### src/rtl/mips_pkg.sv
// mips_pkg: shared types for the MIPS datapath blocks.
// Contents: hilo_state_t, the HI/LO unit FSM state (idle or dividing).
package mips_pkg;
    typedef enum logic {HILO_IDLE, HILO_DIV} hilo_state_t;
endpackage

### src/rtl/hilo_div_unit_div_step.sv
// div_step: one combinational restoring-division iteration.
// Ports: rem/quot/divisor in (N each); rem_nx/quot_nx out (N each).
// The dividend is shifted out of quot's MSB into rem while quotient bits
// are shifted into quot's LSB.
module div_step #(
    parameter int N = 32
) (
    input  logic [N-1:0] rem,
    input  logic [N-1:0] quot,
    input  logic [N-1:0] divisor,
    output logic [N-1:0] rem_nx,
    output logic [N-1:0] quot_nx
);
    logic [N:0] shifted;
    logic [N:0] diff;
    always_comb begin
        shifted = {rem, quot[N-1]};
        diff    = shifted - {1'b0, divisor};
        // A borrow out of the trial subtraction means restore the shifted value
        rem_nx  = diff[N] ? shifted[N-1:0] : diff[N-1:0];
        quot_nx = {quot[N-2:0], ~diff[N]};
    end
endmodule

### src/rtl/hilo_div_unit.sv
// hilo_div_unit: MIPS HI/LO registers with product capture, MTHI/MTLO and an N-cycle restoring divider.
// Ports: clk, reset (sync, active-high); mult_we/alu_hi/alu_lo capture a product;
//        div_start/dividend/divisor start a divide (div_signed only with HILO_SIGNED_DIV_EN);
//        mthi/mtlo/wdata write HI/LO; hi/lo registers out; busy, done pulse, sticky div_zero.
// Config macro: HILO_SIGNED_DIV_EN adds div_signed and signed divide support.
module hilo_div_unit
    import mips_pkg::*;
#(
    parameter int N = 32
) (
    input  logic         clk,
    input  logic         reset,
    input  logic         mult_we,
    input  logic [N-1:0] alu_hi,
    input  logic [N-1:0] alu_lo,
    input  logic         div_start,
    input  logic [N-1:0] dividend,
    input  logic [N-1:0] divisor,
`ifdef HILO_SIGNED_DIV_EN
    input  logic         div_signed,
`endif
    input  logic         mthi,
    input  logic         mtlo,
    input  logic [N-1:0] wdata,
    output logic [N-1:0] hi,
    output logic [N-1:0] lo,
    output logic         busy,
    output logic         done,
    output logic         div_zero
);
    localparam int CW = $clog2(N);
    hilo_state_t state_q, state_d;
    logic [CW-1:0] cnt_q, cnt_d;
    logic [N-1:0] hi_q, hi_d, lo_q, lo_d, rem_q, rem_d, quot_q, quot_d, dvsr_q, dvsr_d;
    logic done_q, done_d, dz_q, dz_d, negq_q, negq_d, negr_q, negr_d;
    logic [N-1:0] step_rem, step_quot, a_mag, b_mag;
    logic a_neg, b_neg;
`ifdef HILO_SIGNED_DIV_EN
    assign a_neg = div_signed & dividend[N-1];
    assign b_neg = div_signed & divisor[N-1];
`else
    assign a_neg = 1'b0;
    assign b_neg = 1'b0;
`endif
    assign a_mag = a_neg ? -dividend : dividend;
    assign b_mag = b_neg ? -divisor : divisor;
    div_step #(.N(N)) u_step (
        .rem     (rem_q),
        .quot    (quot_q),
        .divisor (dvsr_q),
        .rem_nx  (step_rem),
        .quot_nx (step_quot)
    );
    always_comb begin
        state_d = state_q;
        cnt_d   = cnt_q;
        hi_d    = hi_q;
        lo_d    = lo_q;
        rem_d   = rem_q;
        quot_d  = quot_q;
        dvsr_d  = dvsr_q;
        dz_d    = dz_q;
        negq_d  = negq_q;
        negr_d  = negr_q;
        done_d  = 1'b0;
        if (state_q == HILO_IDLE) begin
            if (div_start) begin
                state_d = HILO_DIV;
                cnt_d   = '0;
                rem_d   = '0;
                quot_d  = a_mag;
                dvsr_d  = b_mag;
                dz_d    = (divisor == '0);
                // A zero divisor keeps the raw all-ones quotient; remainder re-sign restores the raw dividend
                negq_d  = (a_neg ^ b_neg) & (divisor != '0);
                negr_d  = a_neg;
            end else if (mult_we) begin
                hi_d = alu_hi;
                lo_d = alu_lo;
            end else begin
                hi_d = mthi ? wdata : hi_q;
                lo_d = mtlo ? wdata : lo_q;
            end
        end else begin
            rem_d  = step_rem;
            quot_d = step_quot;
            cnt_d  = cnt_q + 1'b1;
            if (cnt_q == CW'(N - 1)) begin
                state_d = HILO_IDLE;
                cnt_d   = '0;
                hi_d    = negr_q ? -step_rem : step_rem;
                lo_d    = negq_q ? -step_quot : step_quot;
                done_d  = 1'b1;
            end
        end
    end
    always_ff @(posedge clk) begin
        if (reset) begin
            state_q <= HILO_IDLE;
            cnt_q   <= '0;
            hi_q    <= '0;
            lo_q    <= '0;
            rem_q   <= '0;
            quot_q  <= '0;
            dvsr_q  <= '0;
            done_q  <= 1'b0;
            dz_q    <= 1'b0;
            negq_q  <= 1'b0;
            negr_q  <= 1'b0;
        end else begin
            state_q <= state_d;
            cnt_q   <= cnt_d;
            hi_q    <= hi_d;
            lo_q    <= lo_d;
            rem_q   <= rem_d;
            quot_q  <= quot_d;
            dvsr_q  <= dvsr_d;
            done_q  <= done_d;
            dz_q    <= dz_d;
            negq_q  <= negq_d;
            negr_q  <= negr_d;
        end
    end
    assign hi       = hi_q;
    assign lo       = lo_q;
    assign busy     = (state_q == HILO_DIV);
    assign done     = done_q;
    assign div_zero = dz_q;
endmodule

### config.mk
export PLATFORM = sky130hd
export DESIGN_NAME = hilo_div_unit
export DESIGN_NICKNAME = d
export VERILOG_FILES = /design/src/rtl/mips_pkg.sv /design/src/rtl/hilo_div_unit_div_step.sv /design/src/rtl/hilo_div_unit.sv
export SDC_FILE = /design/constraint.sdc
export NUM_CORES = 1
export LEC_CHECK = 0
export ABC_AREA = 1
export BUFFER_PORTS_ARGS = -buffer_cell sky130_fd_sc_hd__buf_2
export CAP_MARGIN = 20
export CELL_PAD_IN_SITES_DETAIL_PLACEMENT = 2
export CELL_PAD_IN_SITES_GLOBAL_PLACEMENT = 2
export CORE_ASPECT_RATIO = 0.6
export CORE_MARGIN = 4
export CORE_UTILIZATION = 28
export DETAILED_ROUTE_END_ITERATION = 8
export PLACE_DENSITY = 0.78
export SLEW_MARGIN = 0
export SYNTH_ARGS = -nofsm -noshare
export SYNTH_HDL_FRONTEND = slang
export SYNTH_SLANG_ARGS = --single-unit
### constraint.sdc
create_clock -name clk -period 3 [get_ports clk]
set_input_delay 0.15 -clock clk [delete_from_list [all_inputs] [get_ports clk]]
set_output_delay 0.15 -clock clk [all_outputs]
set_load 0.005 [all_outputs]
==> results of run 1 <==
-- what timing repair did --
item,CTS,global route
endpoints found under the setup margin,0,1
buffers inserted,0,0
resized for setup,0,1
hold buffers,35,0
endpoints found under the hold margin,35,0
-- worst paths after layout --
kind | startpoint | endpoint | slack (ns) | cells past startpoint
setup / recovery | quot_q[31] | rem_q[6] | 0.24 | 17
hold / removal | divisor[28] | dvsr_q[28] | 0.01 | 3
setup reg to reg | quot_q[31] | rem_q[6] | 0.24 | 17
hold reg to reg | dvsr_q[10] | dvsr_q[10] | 0.47 | 2
-- report_power, final --
group | internal (mW) | total, mW | leakage (nW) | switching, mW
Sequential | 2.47 | 2.64 | 1.38 | 0.173
Clock | 1.30 | 2.42 | 0.299 | 1.12
Combinational | 1.19 | 3.91 | 5.35 | 2.71
-- synth_stat cells --
cell type	n
o21bai_1	1
a31oi_2	1
a31oi_1	34
fa_1	1
dfxtp_1	168
clkbuf_1	65
nand4_1	10
nand3_2	8
nor2_2	4
xnor2_1	6
inv_1	266
nand2_2	16
a21oi_2	3
buf_2	2
a21o_1	1
and3_1	4
a21oi_1	150
clkinv_1	2
a221oi_1	1
and2_1	1
nor2_1	79
xor2_1	3
nand2_1	648
nor3_1	2
inv_2	2
ha_1	34
o21ai_0	99
buf_6	5
a21oi_4	1
nand3_4	2
nand3_1	105
buf_1	5
nor4_1	8
nand2_4	6
-- critical path, delay by kind of cell (launching register included) --
kind,cells,cell delay [ns]
flip-flops,1,0.33
buffers and inverters,2,0.16
AO/OA/AOI/OAI,1,0.20
AND/OR/NAND/NOR,12,1.38
adder cells (fa/ha/maj),2,0.60
-- per-stage QoR --
stage / area, um^2 / hold WS (ns) / utilization (%) / worst slack (ns) / instances
after floorplan: 10500 / 0.278 / - / 0.797 / 1743
after global routing: 13100 / 0.0339 / 35.9 / 0.0484 / 2491
final: 13100 / 0.0134 / 35.9 / 0.242 / 2493
after global placement: 12200 / 0.419 / 33.2 / 0.476 / 2422
after CTS: 13100 / 0.0000672 / 35.8 / 0.260 / 2489
after detailed placement: 12200 / 0.414 / 33.2 / 0.301 / 2422
-- sequential cells by signal, summed over array words and instances (netlist names) --
signal	count
busy	1
cnt_q	5
div_zero	1
done	1
dvsr_q	32
hi	32
lo	32
quot_q	32
rem_q	32
-- layout make-up --
class                   instances  area [um^2]  area share, %
flip-flops and latches        168         3370           25.6
well taps                     504          631           4.80
repair buffers                287         1690           12.8
clock buffers                  19          454           3.46
clock inverters                13          159           1.21
multi-input cells            1228         5820           44.3
inverters                     270         1010           7.72
diodes                          4         10.0         0.0762
-- cells by family after synthesis --
| logic type | synth area share (%) |
|---|---|
| simple gates | 35.4 |
| fa+ha+maj | 4.25 |
| xor+xnor | 0.752 |
| compound gates | 14.7 |
| buf+inv | 12.8 |
| flops | 32.1 |
-- metal layers --
metal / part of all wire (%) / up-vias
met3: 3.9 / 61
li1: - / 5921
met1: 49 / 6065
met4: 2.0 / 0
met5: 0 / -
met2: 45 / 236
==> out/results.ini, run 1 <==
[worst_setup_path]
cpMaxStageDelayCell = fa_1
critPathMaxStageDelay_ns = 0.45
crit_path_start_kind = register
crit_chain = inv_1 -> ha_1 -> inv_1 -> fa_1 -> nand2_2 -> nand2_1 -> nand3_1 -> nand2_2 -> nand2_2 -> nand2_2 -> nand2_4 -> nand2_4 -> nand2_4 -> nand2_4 -> nand2_1 -> nand3_1 -> a21oi_1
path_class = reg -> reg
crit_required_ns = 3.38
endpoint_kind = register
arrival_ns = 3.13
critPathMaxFanout = 18

[grt]
grt_use_met3_pct = 4.00
overflow = 0
grt_antenna_before_repair = 2
grt_pass1_vias = 13200
grt_util_met1_pct = 32.8
busiest_layer = met2
grt_start_max_net_pins = 65
grtUsageMet2_pct = 39.9
grt_pass1_wl_um = 76500
grt_usage_pct = 24.1

[floorplanning]
io_pins = 233
rows = 54
core_area_um2 = 36600
start_util_pct = 28.6
die_y_um = 158
die-area_um2 = 40700
dieWidth_um = 258

[timing]
worst_pin_slew_ns = 1.01
max_slew_margin_pct = 32.1
drv_slew = 0
fin_setup_tns_ns = 0
final_hold_viol_count = 0
rsz0062_at_grt = no
skew_ns = 0.0167
min_period_ns = 2.76
setup_viol = 0
final.period_utilization_pct = 91.9
timing.fmax_mhz = 363

[clock_network]
cts_inserted_buffers = 17
cts_tree = built
cts.sinks = 168
ctsLongestPathBuffers = 2
cts.clk_slew.worst_paths_ns = 0.07
ctsHtreeMaxLevel = 4
root_buffer = clkbuf_16
clk_latency_ns = 0.46

[routing]
drc = 0
detail_route.wl_per_cell_um = 20.3
drt_iter0_markers = 668
via_per_inst = 4.93
wirelength_um = 50500
dr.pass1.iters = 4
antenna_left = 0
num_vias = 12300

[yosys]
yosysUniqueCellTypes = 34
synth_area_per_cell_um2 = 6.01
synthTopCellsByArea = dfxtp_1 32%, nand2_1 23%, inv_1 9.5%
syn_area_um2 = 10500
synth_top_area_share_pct = 32.1
syn_inst = 1743
synth_top_area_cell = dfxtp_1
synth_seq_cells = 168
yosysSeqAreaShare_pct = 32.1
yosysWarningCount = 0
synth_fp_nets = 1944

[placed_design]
numPortBuffers = 232
routabilityCongestion = 0.906
dp_hpwl_um = 37700

[hold_path]
hp-class = in -> reg

[pwr]
total_leakage_power_nw = 7.03
power_mw = 8.97
power.density_nw_per_um2 = 683
ir_worst_vdd_mv = 0.496

[cells_and_area]
fin_nets = 2173
final_common_cell = nand2_1
final_layout_size_suffix_gt1_share_pct = 16.7
nFillCells = 4612
layout_common_cells = 648 x nand2_1, 265 x inv_1, 232 x buf_2, 167 x dfxtp_1, 150 x a21oi_1
syn_to_final_growth_pct = 25.3

[run]
maxCapViolCount = 0

[outcome]
outcome = finished, final reports clean

Power figures use the tool's default switching activity.
==> run 2: changes to the inputs <==
Settings changed: ABC_AREA 1 to default, CORE_UTILIZATION 28 to 30, PLACE_DENSITY 0.78 to 0.82.
==> run 2 against run 1 <==
Net effect:
- the run now ends with negative setup slack left
- core utilization increased by 9.1 points
- sequential cell count unchanged
- global-route usage increased by 7.0 points
- clock power decreased by 4%
- critical path depth decreased by 2
- combinational power increased by 99%
- sequential power increased by 5%
- largest power group unchanged
- highest routed layer unchanged
==> out/results.ini, run 2 <==
[hold_path]
worstHoldEndpoint = quot_q[29]
min-delay-start = dividend[29]
whs_path_depth = 3
hp-class = in -> reg

[floorplanning]
die_y_um = 144
rows = 49
die-area_um2 = 34000
dieWidth_um = 235
start_util_pct = 30.7
io_pins = 233
core_area_um2 = 30300

[worst_setup_path]
crit_path_start_kind = register
timing.rr.end = hi[11]
r2r_start = quot_q[31]
path_class = reg -> reg
crit_buf_inv = 4
critPathMaxStageDelay_ns = 0.38
r2r_slack_ns = -0.46
critPathMaxFanout = 4
endpoint_kind = register
crit_required_ns = 3.34
crit_chain = inv_2 -> ha_4 -> inv_2 -> fa_2 -> a21o_1 -> a221oi_4 -> o211ai_4 -> o2111ai_4 -> a311oi_4 -> buf_4 -> o21ai_4 -> buf_6 -> a211o_1 -> o21ai_4 -> o31ai_2
cpMaxStageDelayCell = o31ai_2
reg2regPathDepth = 15
arrival_ns = 3.80
cp_top_family = compound AO/OA/AOI/OAI gates

[yosys]
syn_inst = 1214
synth_top_area_cell = dfxtp_1
yosysSeqAreaShare_pct = 36.1
synth_area_per_cell_um2 = 7.67
synthTopCellsByArea = dfxtp_1 36%, a21oi_1 9.6%, nand2_1 8.0%
synth_fp_nets = 1415
yosysUniqueCellTypes = 62
synthFlopType = dfxtp_1
yosysMostFrequentCell = nand2_1
synth_top_area_share_pct = 36.1
async_flop_share_pct = 0
syn_area_um2 = 9310
yosys-top-cells-count = 199 x nand2_1, 179 x a21oi_1, 168 x dfxtp_1, 86 x nor2_1, 86 x o21ai_0
synth_seq_cells = 168
synth_edf_count = 0
yosysWarningCount = 0

[placed_design]
numPortBuffers = 232
routabilityCongestion = 0.936
dp_hpwl_um = 35900

[outcome]
outcome = complete, but fails checks
violations = negative setup slack

[clock_network]
cts_inserted_buffers = 17
cts.sinks = 168
cts.clk_slew.worst_paths_ns = 0.07
ctsHtreeMaxLevel = 4
cts_tree = built
clk_latency_ns = 0.47
root_buffer = clkbuf_16
ctsLongestPathBuffers = 2

[routing]
drc = 0
via_per_inst = 5.92
wirelength_um = 58600
antenna_left = 0
dr.pass1.iters = 5
drt_iter0_markers = 1048
detail_route.wl_per_cell_um = 29.7
num_vias = 11700

[timing]
timing.fmax_mhz = 289
final.period_utilization_pct = 115
fin_hold_ws_ns = 0.0376
worst_pin_slew_ns = 1.09
final_hold_viol_count = 0
setup_viol = 66
fin_setup_tns_ns = -20.78
min_period_ns = 3.46
finalWorstSetupSlack_ns = -0.461
rsz0062_at_grt = yes
skew_ns = 0.0185
drv_slew = 0
max_slew_margin_pct = 25.5

[pwr]
ir_worst_vdd_mv = 0.621
power.density_nw_per_um2 = 948
total_leakage_power_nw = 5.88

[run]
maxCapViolCount = 0

[grt]
grt_pass1_vias = 12400
grt_pass1_wl_um = 79800
overflow = 0
grt_start_max_net_pins = 91
grt_usage_pct = 31.1
grt_antenna_before_repair = 4

[cells_and_area]
utilization_pct = 44.9
layout_common_cells = 231 x buf_2, 193 x nand2_1, 166 x a21oi_1, 162 x dfxtp_1, 110 x buf_4
syn_to_final_growth_pct = 46.2
fin_nets = 1750
final_common_cell = buf_2
final_layout_size_suffix_gt1_share_pct = 33.4

==> run 2: changes by cell type after synthesis, moves of 11 or more <==
cell      delta
a211oi_1    +54
a21o_1      +32
a21oi_1     +29
a31oi_1     -24
inv_1      -220
mux2i_1     +43
nand2_1    -449
nand2_2     -16
nand3_1     -91
nor2b_1     +14
nor3_1      +18
o21ai_0     -13
xnor2_1     +11
==> run 2: logic make-up after synthesis <==
family | after synthesis | share of synthesized area (%)
AOI/OAI and AO/OA | 425 | 28.2
DFF | 168 | 36.1
xor gates and xnor gates | 25 | 2.35
and+or+nand+nor | 387 | 18.3
adders and majority gates | 35 | 4.78
buffers and inverters | 130 | 5.50
muxes | 44 | 4.78
==> run 2: worst max-delay path by stage <==
stage                     startpoint        end  slack (ns)  depth (start not counted)
after floorplan           quot_q[31]     hi[12]       -0.14                         13
after global placement    quot_q[31]  rem_q[26]       -0.23                         14
after detailed placement  quot_q[31]     hi[26]       -0.39                         14
after CTS                 quot_q[31]     hi[23]       -0.15                         15
after global routing      quot_q[31]     hi[11]       -0.48                         15
final                     quot_q[31]     hi[11]       -0.46                         15
==> run 2: worst min-delay path: stages <==
cell and delay, ns:
buf_2 0.10, mux2i_1 0.12, a211oi_1 0.08
==> run 2: repair_timing <==
item | in CTS | in global routing
gates cloned | 4 | 0
pin swaps | 52 | 26
hold endpoints to repair | 30 | 0
gates resized for setup | 151 | 73
endpoints found under the setup margin | 66 | 66
hold buffers | 30 | 0
buffers inserted | 21 | 16
==> run 2: layout make-up <==
cell class                 count  area [um^2]
tap                          408          510
clock buffer                  18          439
timing repair buffer         400         2730
inverter                      46          173
fill                        3339        16700
multi-input combinational    916         6240
sequential                   168         3370
clock inverter                13          144
antenna                        3         7.51
==> run 2: stage by stage <==
stage          area, um^2  setup WS, ns  total power, mW  instances
2_1_floorplan        9330        -0.142             5.25       1214
5_1_grt             13600        -0.483             13.2       1972
6_report            13600        -0.461             12.9       1972
3_5_place_dp        11500        -0.392             7.36       1877
4_1_cts             13200        -0.148             11.6       1961
3_3_place_gp        11500        -0.226             7.12       1877
==> run 2: layer usage <==
metal,wire length (um),part of all wire [%],GRT usage [%]
met4,3110,5.3,13.2
met1,23700,40,39.1
met5,0,0,0
met2,27000,46,51.6
met3,4750,8.1,7.66
==> run 2: power breakdown <==
group / switching [mW] / internal [mW] / total, mW
clock network: 1.08 / 1.25 / 2.33
registers: 0.296 / 2.48 / 2.77
logic: 4.44 / 3.36 / 7.80
total: 5.82 / 7.09 / 12.9
==> run 3: changes to the inputs <==
Settings changed: SKIP_LAST_GASP from default to 1.
==> run 3 against run 2 <==
Net effect:
- the run still ends with negative setup slack left
- fmax decreased by 0.50%
- design area fell by 0.72%
- sequential power about the same
- highest routed layer unchanged
- sequential share of layout area up 0.16 points
- critical path type unchanged
- critical endpoint is now rem_q[31]
- worst setup slack lost 0.017 ns
- clock skew is 0.0017 ns lower
- core utilization decreased by 0.32 points
- die area did not move
==> out/results.ini, run 3 (synthesized netlist as in run 2, its figures left out) <==
[routing]
wl_met2_um = 27000
num_vias = 11600
drt_iter0_markers = 1144
wl_met3_um = 4050
met1Wirelength_um = 24200
antenna_left = 0
routed.top_layer = met4
detail_route.wl_per_cell_um = 29.3
wirelength_um = 57600
drc = 0
dr.pass1.iters = 5
via_per_inst = 5.89

[clock_network]
ctsHtreeMaxLevel = 4
clk_latency_ns = 0.47
cts.clk_slew.worst_paths_ns = 0.08
cts_inserted_buffers = 17
cts.sinks = 168
cts_tree = built
ctsLongestPathBuffers = 2
root_buffer = clkbuf_16

[worst_setup_path]
crit_path_start_kind = register
critPathMaxFanout = 7
path_class = reg -> reg
cp_top_family = compound AO/OA/AOI/OAI gates
critPathMaxStageDelay_ns = 0.50
crit_chain = ha_1 -> a21oi_1 -> o21ai_0 -> nand2b_1 -> a31oi_1 -> a311oi_4 -> buf_4 -> o21ai_4 -> nand2_8 -> buf_8 -> buf_6 -> a32oi_1 -> o21ai_1
endpoint_kind = register
worstSetupStartpoint = rem_q[18]
r2r_start = rem_q[18]
crit_buf_inv = 3
crit_required_ns = 3.32
cpMaxStageDelayCell = a31oi_1
arrival_ns = 3.80

[cells_and_area]
layout_common_cells = 231 x buf_2, 189 x nand2_1, 164 x a21oi_1, 164 x dfxtp_1, 114 x buf_4
final_cells = 1967
nFillCells = 3351
utilization_pct = 44.6
syn_to_final_growth_pct = 45.1
final_common_cell = buf_2
final_layout_size_suffix_gt1_share_pct = 33.2
fin_nets = 1745

[pwr]
power.density_nw_per_um2 = 937
power_mw = 12.7
ir_worst_vdd_mv = 0.635
total_leakage_power_nw = 5.85

[placed_design]
dp_hpwl_um = 35900
dp.cells = 1877
routabilityCongestion = 0.936
numPortBuffers = 232
post-place-ws_ns = -0.392

[timing]
timing.fmax_mhz = 287
drv_slew = 0
min_period_ns = 3.48
skew_ns = 0.0167
worst_pin_slew_ns = 1.11
final.period_utilization_pct = 116
finalWorstSetupSlack_ns = -0.479
setup_viol = 66
final_hold_viol_count = 0
rsz0062_at_grt = yes
max_slew_margin_pct = 24.2
fin_hold_ws_ns = 0.0275

[hold_path]
min-delay-start = divisor[30]
hp-class = in -> reg

[floorplanning]
core_area_um2 = 30300
io_pins = 233
die-area_um2 = 34000
rows = 49
die_y_um = 144
dieWidth_um = 235
start_util_pct = 30.7

[grt]
grt_pass1_vias = 12500
grt_antenna_before_repair = 3
overflow = 0
grt_pass1_wl_um = 81400
grt_start_max_net_pins = 91
grt_usage_pct = 31.5

[outcome]
violations = negative setup slack
outcome = complete, but fails checks

[run]
maxCapViolCount = 0

## run 3: timing repair
action                                 CTS  global route
pin swaps                               52            29
endpoints found under the hold margin   30             0
buffers inserted                        21             9
gates resized for setup                134            77
hold buffers                            30             0
setup endpoints to repair               66            66
cloned                                   4             0
## run 3: layout make-up
cell class | count | area [um^2] | share of cell area (%)
clock inverters | 13 | 144 | 1.06
inverters | 46 | 173 | 1.28
multi-input cells | 916 | 6230 | 46.1
clock buffers | 18 | 439 | 3.25
diodes | 3 | 7.51 | 0.0556
flip-flops and latches | 168 | 3370 | 24.9
repair buffers | 395 | 2640 | 19.5
well taps | 408 | 510 | 3.78
## run 3: metrics by stage
step / TNS (ns) / instance area [um^2]
after detailed placement: -17.31 / 11500
after global routing: -24.81 / 13500
after CTS: -5.48 / 13200
after global placement: -7.38 / 11500
after floorplan: -0.142 / 9330
final: -19.60 / 13500
## run 3: where the power goes
group | switching [mW] | total [mW] | internal, mW
clock network | 1.10 | 2.35 | 1.25
registers | 0.290 | 2.77 | 2.48
logic | 4.36 | 7.55 | 3.19
total | 5.75 | 12.7 | 6.92
## run 3: final timing paths
kind | depth (start not counted) | slack (ns) | end
hold / removal | 3 | 0.03 | dvsr_q[30]
hold reg to reg | 2 | 0.46 | dvsr_q[29]
setup reg to reg | 13 | -0.48 | rem_q[31]
setup / recovery | 13 | -0.48 | rem_q[31]
## run 3: routing by layer
metal | global-route usage [%] | up-vias
li1 | - | 4985
met1 | 40.7 | 5845
met2 | 53.8 | 597
met3 | 6.23 | 162
met4 | 9.97 | 0
met5 | 0 | -
## run 3: tightest hold or removal path, stage by stage
cell     delay [ns]
buf_2          0.11
nand2_1        0.08
a21oi_1        0.08
